==> src/rtl/demux_buf.sv <==
`default_nettype none
// ============================================================================
// Module   : demux_buf
// Purpose  : 1:2 or 1:4 demultiplexer. Each destination has a one-word slot.
// Revision : 1.0 - initial release
// ============================================================================
module demux_buf #(
  parameter int N = 8,
  parameter int S = 1
) (
  input  logic         i_clk,
  input  logic         i_rst_n,
  input  logic [N-1:0] i_data,
  input  logic         i_valid,
  input  logic [S-1:0] i_sel,
  output logic         o_ready,
  output logic [N-1:0] o_a,
  output logic [N-1:0] o_b,
  output logic [N-1:0] o_c,
  output logic [N-1:0] o_d,
  output logic [3:0]   o_valid,
  input  logic [3:0]   i_ready,
  output logic [15:0]  o_cnt
);

  localparam int c_num_dst = 1 << S;

  typedef enum logic {
    EMPTY = 1'b0,
    FULL  = 1'b1
  } slot_e;

  if (S < 1 || S > 2) begin : g_bad_sel_width
    $error("%m: unsupported select width S=%0d (must be 1 or 2)", S);
  end

  slot_e        slot_q [4];
  slot_e        slot_d [4];
  logic [N-1:0] data_q [4];
  logic [N-1:0] data_d [4];
  logic [15:0]  cnt_q;
  logic [15:0]  cnt_d;
  logic [1:0]   sel_idx;
  logic         src_xfer;

  assign sel_idx = 2'(i_sel);

  always_comb begin
    // A full slot can still accept when its destination drains on the same edge.
    o_ready  = i_rst_n && ((slot_q[sel_idx] == EMPTY) || i_ready[sel_idx]);
    src_xfer = i_valid && o_ready;
    cnt_d    = cnt_q + 16'(src_xfer);
    for (int k = 0; k < 4; k++) begin
      slot_d[k] = slot_q[k];
      data_d[k] = data_q[k];
      if (k < c_num_dst) begin
        if (src_xfer && (sel_idx == k[1:0])) begin
          slot_d[k] = FULL;
          data_d[k] = i_data;
        end else if ((slot_q[k] == FULL) && i_ready[k]) begin
          slot_d[k] = EMPTY;
        end
      end else begin
        slot_d[k] = EMPTY;
        data_d[k] = '0;
      end
    end
  end

  always_ff @(posedge i_clk or negedge i_rst_n) begin
    if (!i_rst_n) begin
      cnt_q <= '0;
      for (int k = 0; k < 4; k++) begin
        slot_q[k] <= EMPTY;
        data_q[k] <= '0;
      end
    end else begin
      cnt_q <= cnt_d;
      for (int k = 0; k < 4; k++) begin
        slot_q[k] <= slot_d[k];
        data_q[k] <= data_d[k];
      end
    end
  end

  assign o_a     = data_q[0];
  assign o_b     = data_q[1];
  assign o_c     = data_q[2];
  assign o_d     = data_q[3];
  assign o_valid = {slot_q[3] == FULL, slot_q[2] == FULL,
                    slot_q[1] == FULL, slot_q[0] == FULL};
  assign o_cnt   = cnt_q;

endmodule
`default_nettype wire
==> config.mk <==
export PLATFORM = sky130hd
export DESIGN_NAME = demux_buf
export DESIGN_NICKNAME = d
export VERILOG_FILES = /design/src/rtl/demux_buf.sv
export SDC_FILE = /design/constraint.sdc
export NUM_CORES = 1
export LEC_CHECK = 0
export ABC_AREA = 1
export CORE_MARGIN = 10
export CORE_UTILIZATION = 50
export DETAILED_ROUTE_END_ITERATION = 16
export DONT_BUFFER_PORTS = 1
export SYNTH_ARGS = -nofsm -noshare
export SYNTH_HDL_FRONTEND = slang
export SYNTH_SLANG_ARGS = --single-unit
==> constraint.sdc <==
create_clock -name i_clk -period 2.5 [get_ports i_clk]
set_clock_uncertainty 0.05 [all_clocks]
set_input_delay 0.5 -clock i_clk [delete_from_list [all_inputs] [get_ports i_clk]]
set_output_delay 0.5 -clock i_clk [all_outputs]
set_load 0.02 [all_outputs]
==> impl_metrics.tcl, run 1 <==
set metrics [dict create \
    status "finished clean" \
    finalPower_uw 1290 \
    die_h_um 77.9 \
    grt_use_total_pct 11.8 \
    rsz0062_at_grt "false" \
    p_leak_uw 0.000870 \
    finalCritPeriodShare_pct 87.9 \
    worst_setup_path_end_kind "register" \
    vias 1100 \
    area_growth_pct 2.62 \
    placed_area_sq_um 1640 \
    powerDensity_nw_per_um2 750 \
    path_clk_slew_ns 0.09 \
    yosys_warnings 0 \
    maxCapViolations 0 \
    synth.ff_latch_count 34 \
    instances_no_fill 224 \
    clock_latency_ns 0.32 \
    fmax_mhz 455 \
    min_to "o_valid[1]$_DFFE_PN0P_" \
    via_per_inst 4.91 \
    worstPathArrival_ns 2.37 \
    gp_congestion 0.698 \
    core_sq_um 3130 \
    hold_path.class "primary input to register" \
    die_area_sq_um 6060 \
    layout_min_cycle_time_ns 2.20 \
    syn_area_sq_um 1670 \
    start_kind "register" \
    start_util_pct 53.5 \
    rows 20 \
    diodes 0 \
    dp.cells 216 \
    avgSynthCellArea_sq_um 9.51 \
    cts_sinks 34 \
    antenna_left 0 \
    synth_cell_type_count 27 \
    drc 0 \
    rrSetupSlack_ns 0.30 \
    clkPwrFrac_pct 22.8 \
    internal_power_uw 822 \
    grt_pass1_wl_um 5710 \
    path_class "register to register" \
    synth-seq-area-share_pct 50.8 \
    path_max_fanout 5 \
    antenna_found_initial 0 \
    chipWidth_um 77.9 \
    required_ns 2.67 \
    num_io_pins 69 \
    fillers 295 \
    portBuffers 0 \
    rr_endpoint "o_cnt[12]$_DFF_PN0_" \
    final_nets 199 \
    design_area_sq_um 1720 \
    cts_made_buffers 5 \
    final_layout_size_suffix_gt1_share_pct 8.89 \
    drt_wl_total_um 3490 \
    switching_power_uw 467 \
    reg2reg_depth 9 \
    holdCritStartpoint "i_ready[1]" \
    synth_cells 176 \
    ctsResizeCount 0 \
    sw_frac_of_total_pct 36.2 \
    dpl.hpwl_um 2670 \
    maxSlewViolCount 0 \
    layout_common_cells "nand2_1 (46), dfrtp_1 (34), conb_1 (18)" \
    firstDrtPassIters 6 \
    cts.htree.levels 2 \
    power_frac_seq_pct 65.7 \
    grt_start_max_net_pins 35 \
    finalSetupTns_ns 0 \
    cts_setup_buffers 0 \
    cts_tree "done" \
    drt_iter0_drc 48 \
    final-setup-viol-count 0 \
    clockBufferDepth 2 \
    finalHoldViolCount 0 \
    overflow 0 \
    post_drt_wl_per_cell_um 15.6 \
    hold_depth 1 \
    share_comb_of_total_power_pct 11.5 \
    grt_pass1_vias 1151 \
    layout_commonest_cell "nand2_1" \
    ir_worst_vdd_uv 330 \
    cts-root-buf "clkbuf_4" \
    regToRegStartpoint "o_valid[1]$_DFFE_PN0P_" \
]
cell usage after synthesis, drive strengths merged:
master   n  area, sq um
o21ai   10         50.0
dfrtp   34          851
nand3    6         47.6
clkinv   1         3.75
nand2   47          184
xnor2    3         26.3
nor2     8         63.8
nand3b   2         15.0
xor2     7         61.3
nor3b    1         7.51
inv     17         63.8
nor3     4         25.0
nand4   12         90.1
conb     1         3.75
buf     21          156
ha       2         25.0
metrics by stage:
step	util, %	hold slack (ns)	setup WS, ns
CTS	54.9	0.186	0.280
global route	54.9	0.185	0.165
floorplan	-	0.154	0.480
finish	54.9	0.211	0.302
detailed placement	52.3	0.156	0.308
global placement	52.3	0.156	0.341
cell families after synthesis:
| kind of cell | share of synthesized area, % |
|---|---|
| simple gates | 25.9 |
| buf+inv | 13.4 |
| flops | 50.8 |
| compound gates | 2.99 |
| xor+xnor | 5.23 |
| fa+ha+maj | 1.49 |
| other cells | 0.224 |
area by class of cell:
class / count / area (sq um) / share of cell area, %
Clock buffer: 6 / 51.3 / 2.99
Tap cell: 44 / 55.1 / 3.20
Inverter: 18 / 67.6 / 3.93
Timing Repair Buffer: 2 / 30.0 / 1.75
Sequential cell: 34 / 851 / 49.5
Multi-Input combinational cell: 120 / 663 / 38.6
what timing repair did:
item	in CTS	in global routing
hold buffers	2	0
setup endpoints to repair	0	0
hold endpoints to repair	34	0
critical path, stage by stage, from the launching register on:
cell	delay [ns]
dfrtp_1	0.48
nand3_1	0.12
nand2_1	0.13
nor3b_1	0.24
ha_1	0.23
ha_1	0.19
nand3_1	0.19
nor2_4	0.20
nand3b_1	0.11
xor2_1	0.15
power by group through the flow:
stage          Clock [uW]  Sequential (uW)  Combinational (uW)
5_1_grt               334              866                 178
3_3_place_gp            0              862                 129
2_1_floorplan           0              831                 148
3_5_place_dp            0              865                 135
6_report              293              847                 149
4_1_cts               310              855                 151
worst max-delay path by stage:
stage                           startpoint                  end  cells past startpoint
floorplan                       i_ready[1]  o_cnt[12]$_DFF_PN0_                     10
global placement                i_ready[1]  o_cnt[12]$_DFF_PN0_                     10
detailed placement              i_ready[1]  o_cnt[12]$_DFF_PN0_                     10
CTS                 o_valid[1]$_DFFE_PN0P_  o_cnt[12]$_DFF_PN0_                      9
global route        o_valid[1]$_DFFE_PN0P_  o_cnt[12]$_DFF_PN0_                      9
finish              o_valid[1]$_DFFE_PN0P_  o_cnt[12]$_DFF_PN0_                      9
per-layer routing:
layer	global-route usage [%]	routed length, um
met5	0	0
met2	18.6	1670
met1	11.0	1220
met3	10.0	576
met4	4.38	19
state kept, by name, summed over array words and instances, names as in the netlist:
register  cells
o_b           8
o_a           8
o_cnt        16
o_valid       2
Power figures use the tool's default switching activity.
==> run 2: changes to the inputs <==
--- a/config.mk
+++ b/config.mk
@@ -10,6 +10,7 @@
 export CORE_UTILIZATION = 50
 export DETAILED_ROUTE_END_ITERATION = 16
 export DONT_BUFFER_PORTS = 1
+export MAX_ROUTING_LAYER = met4
 export SYNTH_ARGS = -nofsm -noshare
 export SYNTH_HDL_FRONTEND = slang
 export SYNTH_SLANG_ARGS = --single-unit
==> impl_metrics.tcl, run 2 (synthesis gave the netlist of run 1 again) <==
set metrics [dict create \
    maxCapViolations 0 \
    rsz0062_at_grt "false" \
    maxSlewViolCount 0 \
    dr_wl_met2_um 1650 \
    wl_met1_um 1250 \
    fmax_mhz 455 \
    final_nets 199 \
    rows 20 \
    final_layout_size_suffix_gt1_share_pct 8.89 \
    drc 0 \
    hold_depth 1 \
    die_area_sq_um 6060 \
    ir_worst_vdd_uv 330 \
    switching_power_uw 467 \
    cts_setup_buffers 0 \
    drt_wl_total_um 3470 \
    worstPathArrival_ns 2.37 \
    worst_setup_path_end_kind "register" \
    cts.htree.levels 2 \
    cts_made_buffers 5 \
    dpl.hpwl_um 2670 \
    share_comb_of_total_power_pct 11.5 \
    post-place-ws_ns 0.308 \
    power_frac_seq_pct 65.7 \
    clock_latency_ns 0.32 \
    status "finished clean" \
    layout_min_cycle_time_ns 2.20 \
    gp_congestion 0.706 \
    cts_sinks 34 \
    diodes 0 \
    final-setup-viol-count 0 \
    start_kind "register" \
    path_class "register to register" \
    vias 1107 \
    finalHoldViolCount 0 \
    reg2reg_depth 9 \
    firstDrtPassIters 6 \
    chipWidth_um 77.9 \
    p_leak_uw 0.000870 \
    finalCritPeriodShare_pct 87.9 \
    path_clk_slew_ns 0.09 \
    die_h_um 77.9 \
    post_drt_wl_per_cell_um 15.5 \
    layout_commonest_cell "nand2_1" \
    layout_common_cells "nand2_1 (46), dfrtp_1 (34), conb_1 (18)" \
    required_ns 2.67 \
    drt_iter0_drc 49 \
    ctsResizeCount 0 \
    num_io_pins 69 \
    area_growth_pct 2.62 \
    cts-root-buf "clkbuf_4" \
    portBuffers 0 \
    grt_use_total_pct 12.1 \
    via_per_inst 4.94 \
    grt_pass1_wl_um 5700 \
    wl_met3_um 547 \
    cts_tree "done" \
    hold_path.class "primary input to register" \
    clkPwrFrac_pct 22.8 \
    antenna_found_initial 0 \
    sw_frac_of_total_pct 36.2 \
    powerDensity_nw_per_um2 750 \
    internal_power_uw 822 \
    setup_slack_ns 0.302 \
    largest_register_ffs 16 \
    grt_pass1_vias 1144 \
    cts_hold_buf 2 \
    clockBufferDepth 2 \
    path_max_fanout 5 \
    core_sq_um 3130 \
    grt_start_max_net_pins 35 \
    antenna_left 0 \
    start_util_pct 53.5 \
    overflow 0 \
    finalSetupTns_ns 0 \
    topRoutingLayerUsed "met4" \
]
==> run 2: metrics by stage <==
| stage | hold WS (ns) | power (uW) | area (sq um) | util (%) | instances |
|---|---|---|---|---|---|
| 6_report | 0.211 | 1290 | 1720 | 54.9 | 224 |
| 2_1_floorplan | 0.154 | 979 | 1740 | - | 193 |
| 3_5_place_dp | 0.156 | 1000 | 1640 | 52.3 | 216 |
| 5_1_grt | 0.185 | 1380 | 1720 | 54.9 | 224 |
| 4_1_cts | 0.186 | 1320 | 1720 | 54.9 | 224 |
| 3_3_place_gp | 0.156 | 991 | 1640 | 52.3 | 216 |
==> run 2: worst paths after layout <==
kind	to	slack (ns)	from
setup / recovery	o_cnt[12]$_DFF_PN0_	0.30	o_valid[1]$_DFFE_PN0P_
hold / removal	o_valid[1]$_DFFE_PN0P_	0.21	i_ready[1]
setup reg to reg	o_cnt[12]$_DFF_PN0_	0.30	o_valid[1]$_DFFE_PN0P_
hold reg to reg	o_b[3]$_DFFE_PN0P_	0.58	o_b[3]$_DFFE_PN0P_
max in group asynchronous	o_b[4]$_DFFE_PN0P_	1.66	i_rst_n
min in group asynchronous	o_cnt[11]$_DFF_PN0_	0.57	i_rst_n
==> run 2: power by group through the flow <==
| stage | clock network, uW | registers, uW | logic, uW |
|---|---|---|---|
| finish | 293 | 847 | 149 |
| global route | 334 | 865 | 178 |
| CTS | 310 | 855 | 151 |
| detailed placement | 0 | 865 | 135 |
| global placement | 0 | 862 | 129 |
| floorplan | 0 | 831 | 148 |
==> run 2: final cells by class <==
type	instances	area (sq um)
Sequential cell	34	851
Tap cell	44	55.1
Clock buffer	6	51.3
Inverter	18	67.6
Timing Repair Buffer	2	30.0
Multi-Input combinational cell	120	663
Fill cell	295	1410
==> run 2: critical path, cell delays in order (launching register included) <==
cell	delay, ns
dfrtp_1	0.48
nand3_1	0.12
nand2_1	0.13
nor3b_1	0.24
ha_1	0.23
ha_1	0.19
nand3_1	0.19
nor2_4	0.20
nand3b_1	0.11
xor2_1	0.15
==> run 2: routing by layer <==
metal | track usage (%) | vias to the layer above
li1 | - | 539
met4 | 4.38 | 0
met2 | 18.6 | 51
met5 | - | -
met1 | 11.2 | 515
met3 | 9.56 | 2
